## src/rtl/my_slave_access_arbiter.sv

```systemverilog
// Round-robin arbiter sharing one my_slave en/rdy port between N requesters.
// One outstanding transaction, bounded rdy wait, return-to-zero recovery.
module my_slave_access_arbiter #(
  parameter int N_REQ   = 4,
  parameter int DW      = 32,
  parameter int TIMEOUT = 16,
  parameter int CW      = $clog2(TIMEOUT)
) (
  input  logic                 clk,
  input  logic                rst,
  input  logic [N_REQ-1:0]    req,
  input  logic [N_REQ*DW-1:0] req_data,
  output logic [N_REQ-1:0]    gnt,
  output logic [N_REQ-1:0]    done,
  output logic                slv_en,
  output logic [DW-1:0]       slv_data,
  input  logic                slv_rdy,
  output logic                timeout_err,
  output logic                busy
);

  localparam int PW = (N_REQ > 1) ? $clog2(N_REQ) : 1;

  typedef enum logic [1:0] {
    IDLE,
    ACTIVE,
    RECOVER
  } state_t;

  state_t           r_state;
  state_t           w_state_nx;
  logic [PW-1:0]    r_ptr;
  logic [PW-1:0]    w_ptr_nx;
  logic [PW-1:0]    r_win;
  logic [PW-1:0]    w_win_nx;
  logic [PW-1:0]    w_pick;
  logic             w_hit;
  logic [CW-1:0]    r_cnt;
  logic [CW-1:0]    w_cnt_nx;
  logic [N_REQ-1:0] r_gnt;
  logic [N_REQ-1:0] w_gnt_nx;
  logic [N_REQ-1:0] r_done;
  logic [N_REQ-1:0] w_done_nx;
  logic             r_en;
  logic             w_en_nx;
  logic             r_terr;
  logic             w_terr_nx;
  logic             r_busy;
  logic [DW-1:0]    r_data;
  logic [DW-1:0]    w_data_nx;
  logic [DW-1:0]    w_req_word;
  logic [N_REQ-1:0] w_onehot;

  function automatic logic [PW-1:0] f_wrap(
    input logic [PW-1:0] base,
    input int            off
  );
    int s;
    s = int'(base) + off;
    if (s >= N_REQ) s = s - N_REQ;
    return PW'(s);
  endfunction

  // first requester at or after r_ptr, wrapping
  always_comb begin
    w_hit  = 1'b0;
    w_pick = '0;
    for (int k = 0; k < N_REQ; k++) begin
      if (!w_hit && req[f_wrap(r_ptr, k)]) begin
        w_hit  = 1'b1;
        w_pick = f_wrap(r_ptr, k);
      end
    end
  end

  assign w_req_word = req_data[int'(w_pick)*DW +: DW];
  assign w_onehot   = {{(N_REQ-1){1'b0}}, 1'b1} << w_pick;

  always_comb begin
    w_state_nx = r_state;
    w_ptr_nx   = r_ptr;
    w_win_nx   = r_win;
    w_cnt_nx   = r_cnt;
    w_gnt_nx   = r_gnt;
    w_done_nx  = '0;
    w_terr_nx  = 1'b0;
    w_en_nx    = r_en;
    w_data_nx  = r_data;
    unique case (r_state)
      IDLE: begin
        if (w_hit) begin
          w_win_nx   = w_pick;
          w_gnt_nx   = w_onehot;
          w_data_nx  = w_req_word;
          w_en_nx    = 1'b1;
          w_cnt_nx   = '0;
          w_state_nx = ACTIVE;
        end
      end
      ACTIVE: begin
        if (slv_rdy || r_cnt == CW'(TIMEOUT-1)) begin
          w_en_nx    = 1'b0;
          w_gnt_nx   = '0;
          w_done_nx  = r_gnt;
          w_terr_nx  = !slv_rdy;
          w_ptr_nx   = f_wrap(r_win, 1);
          w_state_nx = RECOVER;
        end else begin
          w_cnt_nx = r_cnt + CW'(1);
        end
      end
      RECOVER: begin
        if (!slv_rdy) w_state_nx = IDLE;
      end
      default: w_state_nx = IDLE;
    endcase
  end

  always_ff @(posedge clk or negedge rst) begin
    if (!rst) begin
      r_state <= IDLE;
      r_ptr   <= '0;
      r_win   <= '0;
      r_cnt   <= '0;
      r_gnt   <= '0;
      r_done  <= '0;
      r_en    <= 1'b0;
      r_terr  <= 1'b0;
      r_data  <= '0;
      r_busy  <= 1'b0;
    end else begin
      r_state <= w_state_nx;
      r_ptr   <= w_ptr_nx;
      r_win   <= w_win_nx;
      r_cnt   <= w_cnt_nx;
      r_gnt   <= w_gnt_nx;
      r_done  <= w_done_nx;
      r_en    <= w_en_nx;
      r_terr  <= w_terr_nx;
      r_data  <= w_data_nx;
      r_busy  <= (w_state_nx != IDLE);
    end
  end

  assign gnt         = r_gnt;
  assign done        = r_done;
  assign slv_en      = r_en;
  assign slv_data    = r_data;
  assign timeout_err = r_terr;
  assign busy        = r_busy;

endmodule

```

## config.mk

```make
export PLATFORM = sky130hd
export DESIGN_NAME = my_slave_access_arbiter
export DESIGN_NICKNAME = d
export VERILOG_FILES = /design/src/rtl/my_slave_access_arbiter.sv
export SDC_FILE = /design/constraint.sdc
export NUM_CORES = 1
export LEC_CHECK = 0
export BUFFER_PORTS_ARGS = -buffer_cell sky130_fd_sc_hd__buf_2
export CELL_PAD_IN_SITES_DETAIL_PLACEMENT = 1
export CELL_PAD_IN_SITES_GLOBAL_PLACEMENT = 1
export CORE_MARGIN = 4
export CORE_UTILIZATION = 31
export DETAILED_ROUTE_END_ITERATION = 7
export PLACE_DENSITY = 0.88
export SYNTH_ARGS = -nofsm -noshare
export SYNTH_HDL_FRONTEND = slang
export SYNTH_SLANG_ARGS = --single-unit
```

## constraint.sdc

```tcl
create_clock -name clk -period 2.6 [get_ports clk]
set_clock_uncertainty 0.2 [all_clocks]
set_input_delay 0.26 -clock clk [delete_from_list [all_inputs] [get_ports clk]]
set_output_delay 0.26 -clock clk [all_outputs]
set_load 0.005 [all_outputs]
```

==> impl_metrics.ini, run 1 <==
[routing]
routed-via-count = 3185
viasPerCell = 5.24
remaining_drc_errors = 0
first_pass_iters = 6
wl_per_cell_um = 19.1
drtIter0Drc = 123
postRouteAntennaNets = 0
wl_um = 11600

[clock_network]
post_cts_buffers = 0
clkLatencyLatePin_ns = 0.30
cts.clk_slew.worst_paths_ns = 0.10
h-tree-depth = 2
numCtsBuffers = 5
clockRootBuffer = clkbuf_8
post_cts_resized = 0
cts_tree = built
ctsLongestPathBuffers = 2
cts_num_sinks = 53

[placement]
place_hpwl_um = 9250
pre_cts_slack_ns = 0.337
place_congestion = 0.828
port_buffers = 177

[yosys]
synth_area_leaders = dfrtp_1, mux2_1, a221oi_1, a21oi_1, nand2_1
synth_mux_area_frac = 0.126
synth_top_family_by_area = compound AO/OA/AOI/OAI gates
ys_seq_elements = 53
yosys_warnings = 0
synth-async-reset-ratio = 1.00
synthesis.area_um2 = 3030
synth_xor_area_frac = 0.00289
synth_fp_nets = 443
yosys.area.top_type_share = 0.438
yosys.area_share.simple = 0.148
synthDistinctLibCells = 45
yosysTopAreaCell = dfrtp_1
synthFlopType = dfrtp_1
yosysSeqAreaShare = 0.438
synth_compound_area_frac = 0.222
syn_inst = 307
yosysMostFrequentCell = dfrtp_1
synth_common_cells = dfrtp_1, nand2_1, nor2_1
avgSynthCellArea_um2 = 9.86
synth-edff-count = 0
synth_adder_area_share = 0.00413

[setup_path]
crit_type = flop to flop
r2r_cells = 6
rr_startpoint = r_ptr[1]$_DFFE_PN0P_
worstPathArrival_ns = 2.25
cp_max_fo = 18
crit_required_ns = 2.58
startpoint_type = flop
critical_path.reg2reg.endpoint = slv_data[12]$_DFFE_PN0P_
cpMaxStageDelayCell = dfrtp_1
rrSetupSlack_ns = 0.33
cp_cell_sequence = or3b_1 > o221ai_4 > buf_4 > mux2_1 > nand2_1 > a21oi_1
endpoint_kind = flop
slowest_delay_ns = 0.54

[flow_run]
maxCapViolCount = 0

[floorplanning]
coreArea_um2 = 9370
io_pins = 178
dieHeight_um = 107
die_w_um = 107
start_util = 0.323
dieArea_um2 = 11400
rows = 35

[cells_and_area]
fill_cells = 1192
drive_gt1_frac = 0.424
fin_nets = 614
area_delta_synth_final_pct = 35.2
num_antenna_cells = 0

[hold_path]
hold_end = slv_data[18]$_DFFE_PN0P_
holdCritStartpoint = req_data[18]
hold_depth = 3
hold_class = input pin to flop

[power]
cellLeakagePower_uw = 0.00201
ir_drop_mv = 0.385
powerDensity_nw_per_um2 = 1030

[grt]
grt_pass1_vias = 3676
grt-ovfl-total = 0
grt_usage = 0.205
grt_max_degree = 28
antenna_found_initial = 0
grt_pass1_wl_um = 18700

[status]
status = complete, no violations

[sta]
slew_viol_final = 0
slew-limit-headroom = 0.538
setup_viol = 0
fmax_mhz = 440
finalHoldViolations = 0
period_share = 0.874
rsz0062_at_grt = no
worstMarginPinSlew_ns = 0.693
fin_tns_setup_ns = 0
hold_ws_ns = 0.0534
finalWorstSetupSlack_ns = 0.329
fin_crit_ns = 2.27
-- stage by stage --
| step | utilization | total power (uW) | cell area [um^2] | instances |
|---|---|---|---|---|
| final | 0.437 | 4210 | 4090 | 608 |
| after floorplan | - | 2920 | 3030 | 307 |
| after global routing | 0.437 | 4580 | 4090 | 608 |
| after detailed placement | 0.427 | 3800 | 4000 | 599 |
| after global placement | 0.427 | 3630 | 4000 | 599 |
| after CTS | 0.437 | 4270 | 4090 | 608 |
-- critical path: cells and delay by family, from the launching register on --
kind                   cells  cell delay (ns)
and+or+nand+nor            2             0.56
AOI/OAI and AO/OA          2             0.15
DFF                        1             0.54
buffers and inverters      1             0.32
muxes                      1             0.36
-- cells by family (layout without fill, tap and decap cells) --
logic type / count (synthesis) / in the layout
simple gates: 101 / 101
compound gates: 91 / 91
flops: 53 / 53
mux: 34 / 34
buf+inv: 26 / 198
fa+ha+maj: 1 / 1
xor+xnor: 1 / 1
-- where the power goes --
group / internal [uW] / total [uW] / switching, uW
clock network: 193 / 463 / 270
registers: 1200 / 1450 / 253
logic: 990 / 2290 / 1300
total: 2380 / 4210 / 1830
-- placed cells by master, fill, tap and decap left out, types with 2 or more instances in the layout --
cell | Yosys | layout
a21oi_1 | 33 | 33
a221o_1 | 6 | 6
a221oi_1 | 26 | 26
a32o_1 | 2 | 2
and2_1 | 5 | 5
buf_2 | 10 | 177
buf_4 | 6 | 9
clkbuf_1 | 2 | 3
clkbuf_8 | 0 | 5
dfrtp_1 | 53 | 53
mux2_1 | 21 | 21
mux2_2 | 3 | 3
mux2_4 | 2 | 2
mux2i_1 | 8 | 8
nand2_1 | 40 | 40
nand3_1 | 5 | 5
nand3b_1 | 2 | 2
nor2_1 | 36 | 36
nor2b_1 | 2 | 2
nor3_1 | 2 | 2
o21a_1 | 2 | 2
o21ai_0 | 5 | 5
o21ai_1 | 2 | 2
o221a_2 | 2 | 2
o22a_1 | 6 | 6
-- worst max path at each step --
stage | start | to | slack, ns | cells after the start
after floorplan | r_ptr[1]$_DFFE_PN0P_ | slv_data[5]$_DFFE_PN0P_ | 0.72 | 6
after global placement | r_ptr[1]$_DFFE_PN0P_ | slv_data[13]$_DFFE_PN0P_ | 0.44 | 6
after detailed placement | r_ptr[1]$_DFFE_PN0P_ | slv_data[17]$_DFFE_PN0P_ | 0.34 | 6
after CTS | r_ptr[1]$_DFFE_PN0P_ | slv_data[12]$_DFFE_PN0P_ | 0.34 | 6
after global routing | r_ptr[1]$_DFFE_PN0P_ | slv_data[17]$_DFFE_PN0P_ | 0.18 | 6
final | r_ptr[1]$_DFFE_PN0P_ | slv_data[12]$_DFFE_PN0P_ | 0.33 | 6
-- metal layers --
layer	global-route usage	wire length, um	vias up
li1	-	-	1471
met1	0.218	4420	1568
met2	0.394	6260	126
met3	0.0488	702	20
met4	0.0658	236	0
met5	0	0	-
-- registers in the layout, summed over array words and instances, names as in the netlist --
| signal | count |
|---|---|
| slv_data | 32 |
| done | 4 |
| gnt | 4 |
| r_cnt | 4 |
| r_ptr | 2 |
| r_state | 2 |
| r_win | 2 |
| busy | 1 |
| slv_en | 1 |
| timeout_err | 1 |
-- area by class of cell --
cell class | instances | area (um^2) | area share
multi-input cells | 228 | 1530 | 0.375
well taps | 129 | 161 | 0.0394
inverters | 2 | 7.51 | 0.00183
repair buffers | 188 | 983 | 0.240
clock buffers | 8 | 80.1 | 0.0196
flip-flops and latches | 53 | 1330 | 0.324
-- repair_timing --
action                     4_1_cts  5_1_grt
setup endpoints to repair        0        0
hold endpoints to repair        26        0
hold buffers                     1        0
(Power assumes the default switching activity.)
==> run 2: changes to the inputs <==
--- a/config.mk
+++ b/config.mk
@@ -6,6 +6,7 @@
 export NUM_CORES = 1
 export LEC_CHECK = 0
 export BUFFER_PORTS_ARGS = -buffer_cell sky130_fd_sc_hd__buf_2
+export CAP_MARGIN = 20
 export CELL_PAD_IN_SITES_DETAIL_PLACEMENT = 1
 export CELL_PAD_IN_SITES_GLOBAL_PLACEMENT = 1
 export CORE_MARGIN = 4
==> constraint.sdc (replaced) <==
create_clock -name clk -period 2.55 [get_ports clk]
set_clock_uncertainty 0.2 [all_clocks]
set_input_delay 0.3825 -clock clk [delete_from_list [all_inputs] [get_ports clk]]
set_output_delay 0.3825 -clock clk [all_outputs]
set_load 0.005 [all_outputs]
==> impl_metrics.ini, run 2 (synthesis results as in run 1) <==
[status]
status = complete, no violations

[clock_network]
cts.clk_slew.worst_paths_ns = 0.10
clockRootBuffer = clkbuf_8
h-tree-depth = 2
numCtsBuffers = 5
ctsHoldBuffers = 0
ctsLongestPathBuffers = 2
cts_num_sinks = 53
clkLatencyLatePin_ns = 0.31
post_cts_resized = 0
post_cts_buffers = 0
cts_tree = built

[floorplanning]
io_pins = 178
coreArea_um2 = 9370
dieHeight_um = 107
start_util = 0.323
dieArea_um2 = 11400
die_w_um = 107
rows = 35

[sta]
worstMarginPinSlew_ns = 0.705
fin_crit_ns = 2.25
fmax_mhz = 445
fin_tns_setup_ns = 0
hold_ws_ns = 0.00576
period_share = 0.882
slew-limit-headroom = 0.530
slew_viol_final = 0
setup_viol = 0
finalHoldViolations = 0
rsz0062_at_grt = no

[cells_and_area]
drive_gt1_frac = 0.432
final_core_util = 0.438
fill_cells = 1174
fin_nets = 614
num_antenna_cells = 0
area_delta_synth_final_pct = 35.5
largest_reg_flops = 32
final_common_cell = buf_2
final_area_um2 = 4100
mostFrequentLayoutCells = buf_2, dfrtp_1, nand2_1

[placement]
place_hpwl_um = 8760
placed_cell_area_um2 = 4010
place_congestion = 0.804
port_buffers = 177

[routing]
viasPerCell = 5.25
remaining_drc_errors = 0
wl_per_cell_um = 18.3
wl_um = 11100
postRouteAntennaNets = 0
first_pass_iters = 5
routed-via-count = 3193
drtIter0Drc = 154

[setup_path]
startpoint_type = flop
cp_max_fo = 18
worstPathArrival_ns = 2.22
crit_required_ns = 2.52
endpoint_kind = flop
crit_type = flop to flop

[power]
powerDensity_nw_per_um2 = 1050
ir_drop_mv = 0.426
cellLeakagePower_uw = 0.00202

[hold_path]
hold_class = input pin to asynchronous set/reset pin

[grt]
antenna_found_initial = 0
grtUsageMet1 = 0.212
met2_usage = 0.364
grt_max_degree = 54
grt_pass1_vias = 3523
grt_pass1_wl_um = 17400
grt-busiest-layer = met2
grtUsageMet3 = 0.0397
grt_usage = 0.192
grt-ovfl-total = 0

[flow_run]
maxCapViolCount = 0
[run 2: cell types whose count changed in the layout (fill, tap and decap cells not counted), sizes merged]
cell         delta
dlygate4sd3     -1
buf             +1
clkinv          +3
clkbuf          -3
[run 2: final cells by class]
| cell class | count | area, um^2 | share of cell area |
|---|---|---|---|
| tap | 129 | 161 | 0.0394 |
| clock buffer | 5 | 68.8 | 0.0168 |
| inverter | 2 | 7.51 | 0.00183 |
| clock inverter | 3 | 22.5 | 0.00549 |
| sequential | 53 | 1330 | 0.323 |
| timing repair buffer | 188 | 981 | 0.239 |
| multi-input combinational | 228 | 1530 | 0.374 |
[run 2: stage by stage]
step	power [uW]	worst slack (ns)	std cells
after floorplan	2970	0.589	307
after global placement	3760	0.385	600
after detailed placement	3890	0.313	600
after CTS	4390	0.286	608
after global routing	4700	0.154	608
final	4310	0.302	608
[run 2: metal layers]
layer | wire length (um) | up-vias
met1 | 4250 | 1567
li1 | - | 1473
met4 | 264 | 0
met2 | 5970 | 133
met3 | 654 | 20
met5 | 0 | -
[run 2: worst max-delay path, cell delays in order, from the launching register on]
cell and delay (ns):
dfrtp_1 0.54, or3b_1 0.47, o221ai_4 0.08, buf_4 0.31, mux2_1 0.36, nand2_1 0.07, a21oi_1 0.07
[run 2: where the power goes]
part           internal, uW  switching (uW)
Clock                   196             292
Sequential             1220             256
Combinational          1040            1310
Total                  2460            1860
[run 2: worst paths after layout]
path	start	endpoint	slack, ns	cells after the start
max in group asynchronous	rst	slv_data[16]$_DFFE_PN0P_	1.68	2
max	r_ptr[1]$_DFFE_PN0P_	slv_data[13]$_DFFE_PN0P_	0.30	6
min in group clk	req_data[39]	slv_data[7]$_DFFE_PN0P_	0.17	3
max reg2reg	r_ptr[1]$_DFFE_PN0P_	slv_data[13]$_DFFE_PN0P_	0.30	6
min reg2reg	slv_en$_DFFE_PN0P_	slv_en$_DFFE_PN0P_	0.29	2
min	rst	slv_data[26]$_DFFE_PN0P_	0.006	2
